### src/rtl/mem_port_arbiter.sv
// Shared single-port RAM arbiter for NUM_PORTS requesters: fixed priority with
// starvation guard (ARB_MODE 0) or round-robin (ARB_MODE 1), one-cycle read return.
`timescale 1ns/1ps

module mem_port_arbiter #(
  parameter int NUM_PORTS    = 2,
  parameter int WORD_WIDTH   = 16,
  parameter int ADDR_WIDTH   = 16,
  parameter int ARB_MODE     = 0,
  parameter int STARVE_LIMIT = 4
) (
  input  logic                             gclk,
  input  logic                             PowerOn_n,
  input  logic [NUM_PORTS-1:0]             ReqValid,
  input  logic [NUM_PORTS-1:0]             ReqWrite,
  input  logic [NUM_PORTS*ADDR_WIDTH-1:0]  ReqAddr,
  input  logic [NUM_PORTS*WORD_WIDTH-1:0]  ReqWData,
  output logic [NUM_PORTS-1:0]             Grant,
  output logic [NUM_PORTS-1:0]             Stall,
  output logic [NUM_PORTS-1:0]             RespValid,
  output logic [WORD_WIDTH-1:0]            RespData,
  output logic                             RamWE,
  output logic [ADDR_WIDTH-1:0]            RamAddr,
  output logic [WORD_WIDTH-1:0]            RamWData,
  input  logic [WORD_WIDTH-1:0]            RamRData
);

  localparam int IDX_W = $clog2(NUM_PORTS);
  localparam logic [3:0] LIMIT = 4'(STARVE_LIMIT);
  localparam logic [IDX_W-1:0] LAST_INIT = IDX_W'(NUM_PORTS - 1);

  logic [3:0]            starveCntR [NUM_PORTS];
  logic [IDX_W-1:0]      lastR;
  logic [NUM_PORTS-1:0]  rdOwnerR;
  logic [WORD_WIDTH-1:0] lastDataR;
  logic [ADDR_WIDTH-1:0] ramAddrR;

  logic [NUM_PORTS-1:0]  starvedS;
  logic [NUM_PORTS-1:0]  candS;
  logic [NUM_PORTS-1:0]  grantS;
  logic                  foundS;
  logic                  pickS;
  logic [IDX_W-1:0]      grantIdxS;
  logic [ADDR_WIDTH-1:0] addrS;
  logic [WORD_WIDTH-1:0] wdataS;

  // Grant selection; the first matching port in scan order wins.
  always_comb begin
    grantS = {NUM_PORTS{1'b0}};
    candS  = {NUM_PORTS{1'b0}};
    foundS = 1'b0;
    pickS  = 1'b0;
    for (int i = 0; i < NUM_PORTS; i++) begin
      starvedS[i] = ReqValid[i] & (starveCntR[i] == LIMIT);
    end
    if (!PowerOn_n) begin
      grantS = {NUM_PORTS{1'b0}};
    end else if (ARB_MODE == 0) begin
      candS = (|starvedS) ? starvedS : ReqValid;
      for (int i = 0; i < NUM_PORTS; i++) begin
        pickS     = ~foundS & candS[i];
        grantS[i] = pickS;
        foundS    = foundS | pickS;
      end
    end else begin
      // Ports above Last first, then wrap to the lowest-index valid port.
      for (int i = 0; i < NUM_PORTS; i++) begin
        pickS     = ~foundS & ReqValid[i] & (IDX_W'(i) > lastR);
        grantS[i] = pickS;
        foundS    = foundS | pickS;
      end
      for (int i = 0; i < NUM_PORTS; i++) begin
        pickS     = ~foundS & ReqValid[i];
        grantS[i] = grantS[i] | pickS;
        foundS    = foundS | pickS;
      end
    end
  end

  // One-hot mux of the granted request onto the RAM side.
  always_comb begin
    addrS     = {ADDR_WIDTH{1'b0}};
    wdataS    = {WORD_WIDTH{1'b0}};
    grantIdxS = {IDX_W{1'b0}};
    for (int i = 0; i < NUM_PORTS; i++) begin
      addrS     = addrS | ({ADDR_WIDTH{grantS[i]}} & ReqAddr[i*ADDR_WIDTH +: ADDR_WIDTH]);
      wdataS    = wdataS | ({WORD_WIDTH{grantS[i]}} & ReqWData[i*WORD_WIDTH +: WORD_WIDTH]);
      grantIdxS = grantIdxS | (grantS[i] ? IDX_W'(i) : {IDX_W{1'b0}});
    end
  end

  assign Grant     = grantS;
  assign Stall     = ReqValid & ~grantS;
  assign RamWE     = |(grantS & ReqWrite);
  assign RamAddr   = (|grantS) ? addrS : ramAddrR;
  assign RamWData  = wdataS;
  assign RespValid = rdOwnerR;
  assign RespData  = (|rdOwnerR) ? RamRData : lastDataR;

  // Read ownership, response hold, address hold and round-robin pointer.
  always_ff @(posedge gclk or negedge PowerOn_n) begin
    if (!PowerOn_n) begin
      rdOwnerR  <= {NUM_PORTS{1'b0}};
      lastDataR <= {WORD_WIDTH{1'b0}};
      ramAddrR  <= {ADDR_WIDTH{1'b0}};
      lastR     <= LAST_INIT;
    end else begin
      rdOwnerR <= grantS & ~ReqWrite;
      ramAddrR <= RamAddr;
      if (|rdOwnerR) begin
        lastDataR <= RamRData;
      end
      if ((ARB_MODE != 0) && (|grantS)) begin
        lastR <= grantIdxS;
      end
    end
  end

  // Per-port starvation counters; held at zero in round-robin mode.
  always_ff @(posedge gclk or negedge PowerOn_n) begin
    if (!PowerOn_n) begin
      for (int i = 0; i < NUM_PORTS; i++) begin
        starveCntR[i] <= 4'd0;
      end
    end else begin
      for (int i = 0; i < NUM_PORTS; i++) begin
        if ((ARB_MODE != 0) || !ReqValid[i] || grantS[i]) begin
          starveCntR[i] <= 4'd0;
        end else if (starveCntR[i] != LIMIT) begin
          starveCntR[i] <= starveCntR[i] + 4'd1;
        end
      end
    end
  end

endmodule

### config.mk
export PLATFORM = sky130hd
export DESIGN_NAME = mem_port_arbiter
export DESIGN_NICKNAME = d
export VERILOG_FILES = /design/src/rtl/mem_port_arbiter.sv
export SDC_FILE = /design/constraint.sdc
export NUM_CORES = 1
export LEC_CHECK = 0
export ABC_AREA = 1
export BUFFER_PORTS_ARGS = -buffer_cell sky130_fd_sc_hd__clkbuf_2
export CAP_MARGIN = 20
export CORE_ASPECT_RATIO = 1.4
export CORE_MARGIN = 2
export CORE_UTILIZATION = 41
export CTS_CLUSTER_DIAMETER = 120
export DETAILED_ROUTE_END_ITERATION = 8
export PLACE_DENSITY = 0.77
export SLEW_MARGIN = 10
export SYNTH_ARGS = -nofsm -noshare
export SYNTH_HDL_FRONTEND = slang
export SYNTH_SLANG_ARGS = --single-unit
### constraint.sdc
create_clock -name gclk -period 2.2 [get_ports gclk]
set_input_delay 0.11 -clock gclk [delete_from_list [all_inputs] [get_ports gclk]]
set_output_delay 0.11 -clock gclk [all_outputs]
set_load 0.05 [all_outputs]
==> impl_metrics.tcl <==
set metrics [dict create \
    status "complete, no violations" \
    setup_viol 0 \
    power_frac_clock_pct 19.4 \
    place_inst 442 \
    p_comb_share_pct 45.3 \
    worstSetupEndpointType "output pin" \
    cts_buffers 5 \
    antenna_found_initial 0 \
    portBuffers 140 \
    syn_nets 333 \
    start_kind "flip-flop" \
    detailedRoute.firstPassIterationCount 4 \
    grt_pass1_wl_mm 9.67 \
    fmax_mhz 456 \
    synth_top_area_share_pct 48.2 \
    hp-class "in -> async" \
    skew_ns 0.00825 \
    synth_edf_count 0 \
    clk_pin_slew_worst_paths_ns 0.09 \
    coreArea_um2 5160 \
    die-area_um2 5930 \
    htree_levels 2 \
    critical_path_arrival_ns 2.08 \
    cts_root_buf "clkbuf_8" \
    avgRoutedWirePerCell_um 15.2 \
    synth_cell_types 29 \
    drt-vias-per-instance 5.08 \
    rows 31 \
    routed_wl_mm 7.06 \
    ios 141 \
    start_util_pct 42.3 \
    seqPwrFrac_pct 35.4 \
    ys.flop_type "dfrtp_1" \
    syn_area_um2 2180 \
    yosysMostFrequentCell "nand3_1" \
    area_delta_synth_final_pct 57.7 \
    p_int_uw 1500 \
    grt_max_degree 49 \
    ir_drop_mv 0.326 \
    vias 2360 \
    worstPathRequired_ns 2.09 \
    relSlewSlack_pct 59.4 \
    route.detailed.drc 0 \
    power_uw 2660 \
    switchingPower_uw 1160 \
    insertion_delay_ns 0.30 \
    clockBufferDepth 2 \
    synthCells 243 \
    grt_remaining_overflow 0 \
    synth_area_leader_cell "dfrtp_1" \
    rsz0062_at_grt "yes" \
    timing.rr.end "starveCntR[5]$_DFFE_PN0P_" \
    yosysWarnings 0 \
    drt_iter0_drc 139 \
    post-route-util_pct 66.7 \
    die_h_um 90.3 \
    gp_congestion 0.814 \
    crit_start "starveCntR[0]$_DFFE_PN0P_" \
    min_period_ns 2.19 \
    ys_seq_elements 42 \
    hold_viol_final 0 \
    yosys-top-cells-count "nand3_1, nand2_1, dfrtp_1" \
    path_max_fanout 6 \
    ys_seq_area_share_pct 48.2 \
    post-place-ws_ns 0.201 \
    crit_end "RamWData[12]" \
    track_usage_pct 20.9 \
    leakagePower_uw 0.00186 \
    r2r_slack_ns 0.47 \
    ff2ff_path_depth 9 \
    swShare_pct 43.5 \
    cts_tree "done" \
    netlist_top_cells_area "dfrtp_1, nand3_1, nand2_1, mux2_2, ha_1" \
    clkSinkCount 42 \
    tns_ns 0 \
    fin_crit_sh_pct 99.6 \
    grt_pass1_vias 2200 \
    n_antenna_cell 0 \
    finalMaxSlewViolations 0 \
    worst_pin_slew_ns 0.605 \
    critical_path_class "reg -> out" \
    fp.dieW_um 65.7 \
    synthArstFlopShare_pct 100 \
    worstReg2RegStart "starveCntR[0]$_DFFE_PN0P_" \
    drive_gt1_share_pct 50.4 \
    ant_nets 0 \
    fillers 411 \
    final_nets 488 \
    cap_violations 0 \
    p_per_area_nw_per_um2 773 \
    dp_hpwl_mm 4.73 \
    synth_area_per_cell_um2 8.98 \
    finalWorstSetupSlack_ns 0.00840 \
    final_cells 465 \
]
## layout make-up
cell class                      instances  area, um2  share of cell area [%]
Multi-Input combinational cell        178       1080                    31.5
Clock buffer                            5       68.8                    2.00
Inverter                               13       61.3                    1.78
Clock inverter                          3       23.8                   0.691
Timing Repair inverter                  2       17.5                   0.509
Timing Repair Buffer                  156       1050                    30.6
Tap cell                               66       82.6                    2.40
Sequential cell                        42       1050                    30.5
## state kept, by name (all words and copies together), names as in the netlist
register,cells
ramAddrR,16
RespValid,2
lastDataR,16
starveCntR,8
## cells by family (layout without fill, tap and decap cells)
| logic type | after synthesis | after routing | synth area share, % |
|---|---|---|---|
| muxes | 17 | 17 | 8.72 |
| adders and majority gates | 4 | 4 | 2.29 |
| xor gates and xnor gates | 3 | 3 | 1.20 |
| buffers and inverters | 25 | 179 | 6.13 |
| DFF | 42 | 42 | 48.2 |
| and+or+nand+nor | 146 | 148 | 32.0 |
| AOI/OAI and AO/OA | 6 | 6 | 1.49 |
## metrics by stage
step | hold slack [ns] | area [um2]
final | 0.0295 | 3440
after global routing | 0.0441 | 3440
after floorplan | -0.186 | 2180
after CTS | 0.00225 | 3140
after global placement | -0.0197 | 2920
after detailed placement | -0.0198 | 2920
## worst min path at each step
| stage | startpoint | to | slack, ns |
|---|---|---|---|
| after global placement | PowerOn_n | starveCntR[2]$_DFFE_PN0P_ | -0.02 |
| after CTS | ReqWrite[1] | RespValid[1]$_DFF_PN0_ | 0.002 |
| after floorplan | PowerOn_n | RespValid[0]$_DFF_PN0_ | -0.19 |
| after global routing | RamRData[2] | lastDataR[2]$_DFF_PN0_ | 0.04 |
| after detailed placement | PowerOn_n | starveCntR[3]$_DFFE_PN0P_ | -0.02 |
| final | PowerOn_n | starveCntR[5]$_DFFE_PN0P_ | 0.03 |
## layer usage
metal / vias to the layer above / GRT usage [%] / part of all wire, %
li1: 1120 / - / -
met3: 12 / 3.74 / 7.4
met5: - / 0 / 0
met2: 115 / 39.3 / 57
met1: 1113 / 23.0 / 34
met4: 0 / 6.25 / 1.8
## worst max-delay path, cell delays in order (launching register included)
cell and delay [ns]:
dfrtp_1 0.41, inv_2 0.09, ha_4 0.14, nand2_4 0.06
nor2_8 0.13, nand3_4 0.21, buf_12 0.22, nand2_8 0.11
clkinv_8 0.09, nand2_1 0.06, nand2_1 0.08, buf_6 0.16
## layout by cell type, fill, tap and decap left out, types with 3 or more instances in the layout
master,synthesis,layout
clkbuf_4,0,11
clkbuf_8,0,5
nand3_1,69,69
nor2_1,7,7
dlygate4sd3_1,0,3
inv_1,11,9
nand2_2,1,8
a21oi_1,4,4
nand2_4,2,3
nand2_1,60,52
buf_8,0,6
dfrtp_1,42,42
ha_1,4,3
inv_6,0,3
buf_6,4,12
mux2_2,16,16
buf_4,1,16
clkbuf_2,0,104
## timing repair
action	in CTS	in global routing
endpoints found under the setup margin	37	37
buffers inserted	0	6
endpoints found under the hold margin	5	1
pin swaps	0	4
cloned	0	6
gates resized for setup	29	86
hold buffers	2	1
## power by group through the flow
| stage | clock, uW | sequential, uW | combinational [uW] |
|---|---|---|---|
| floorplan | 0 | 946 | 786 |
| detailed placement | 0 | 956 | 1060 |
| CTS | 531 | 941 | 1090 |
| global route | 562 | 952 | 1270 |
| global placement | 0 | 945 | 1040 |
| finish | 514 | 941 | 1200 |
Power figures use the tool's default switching activity.
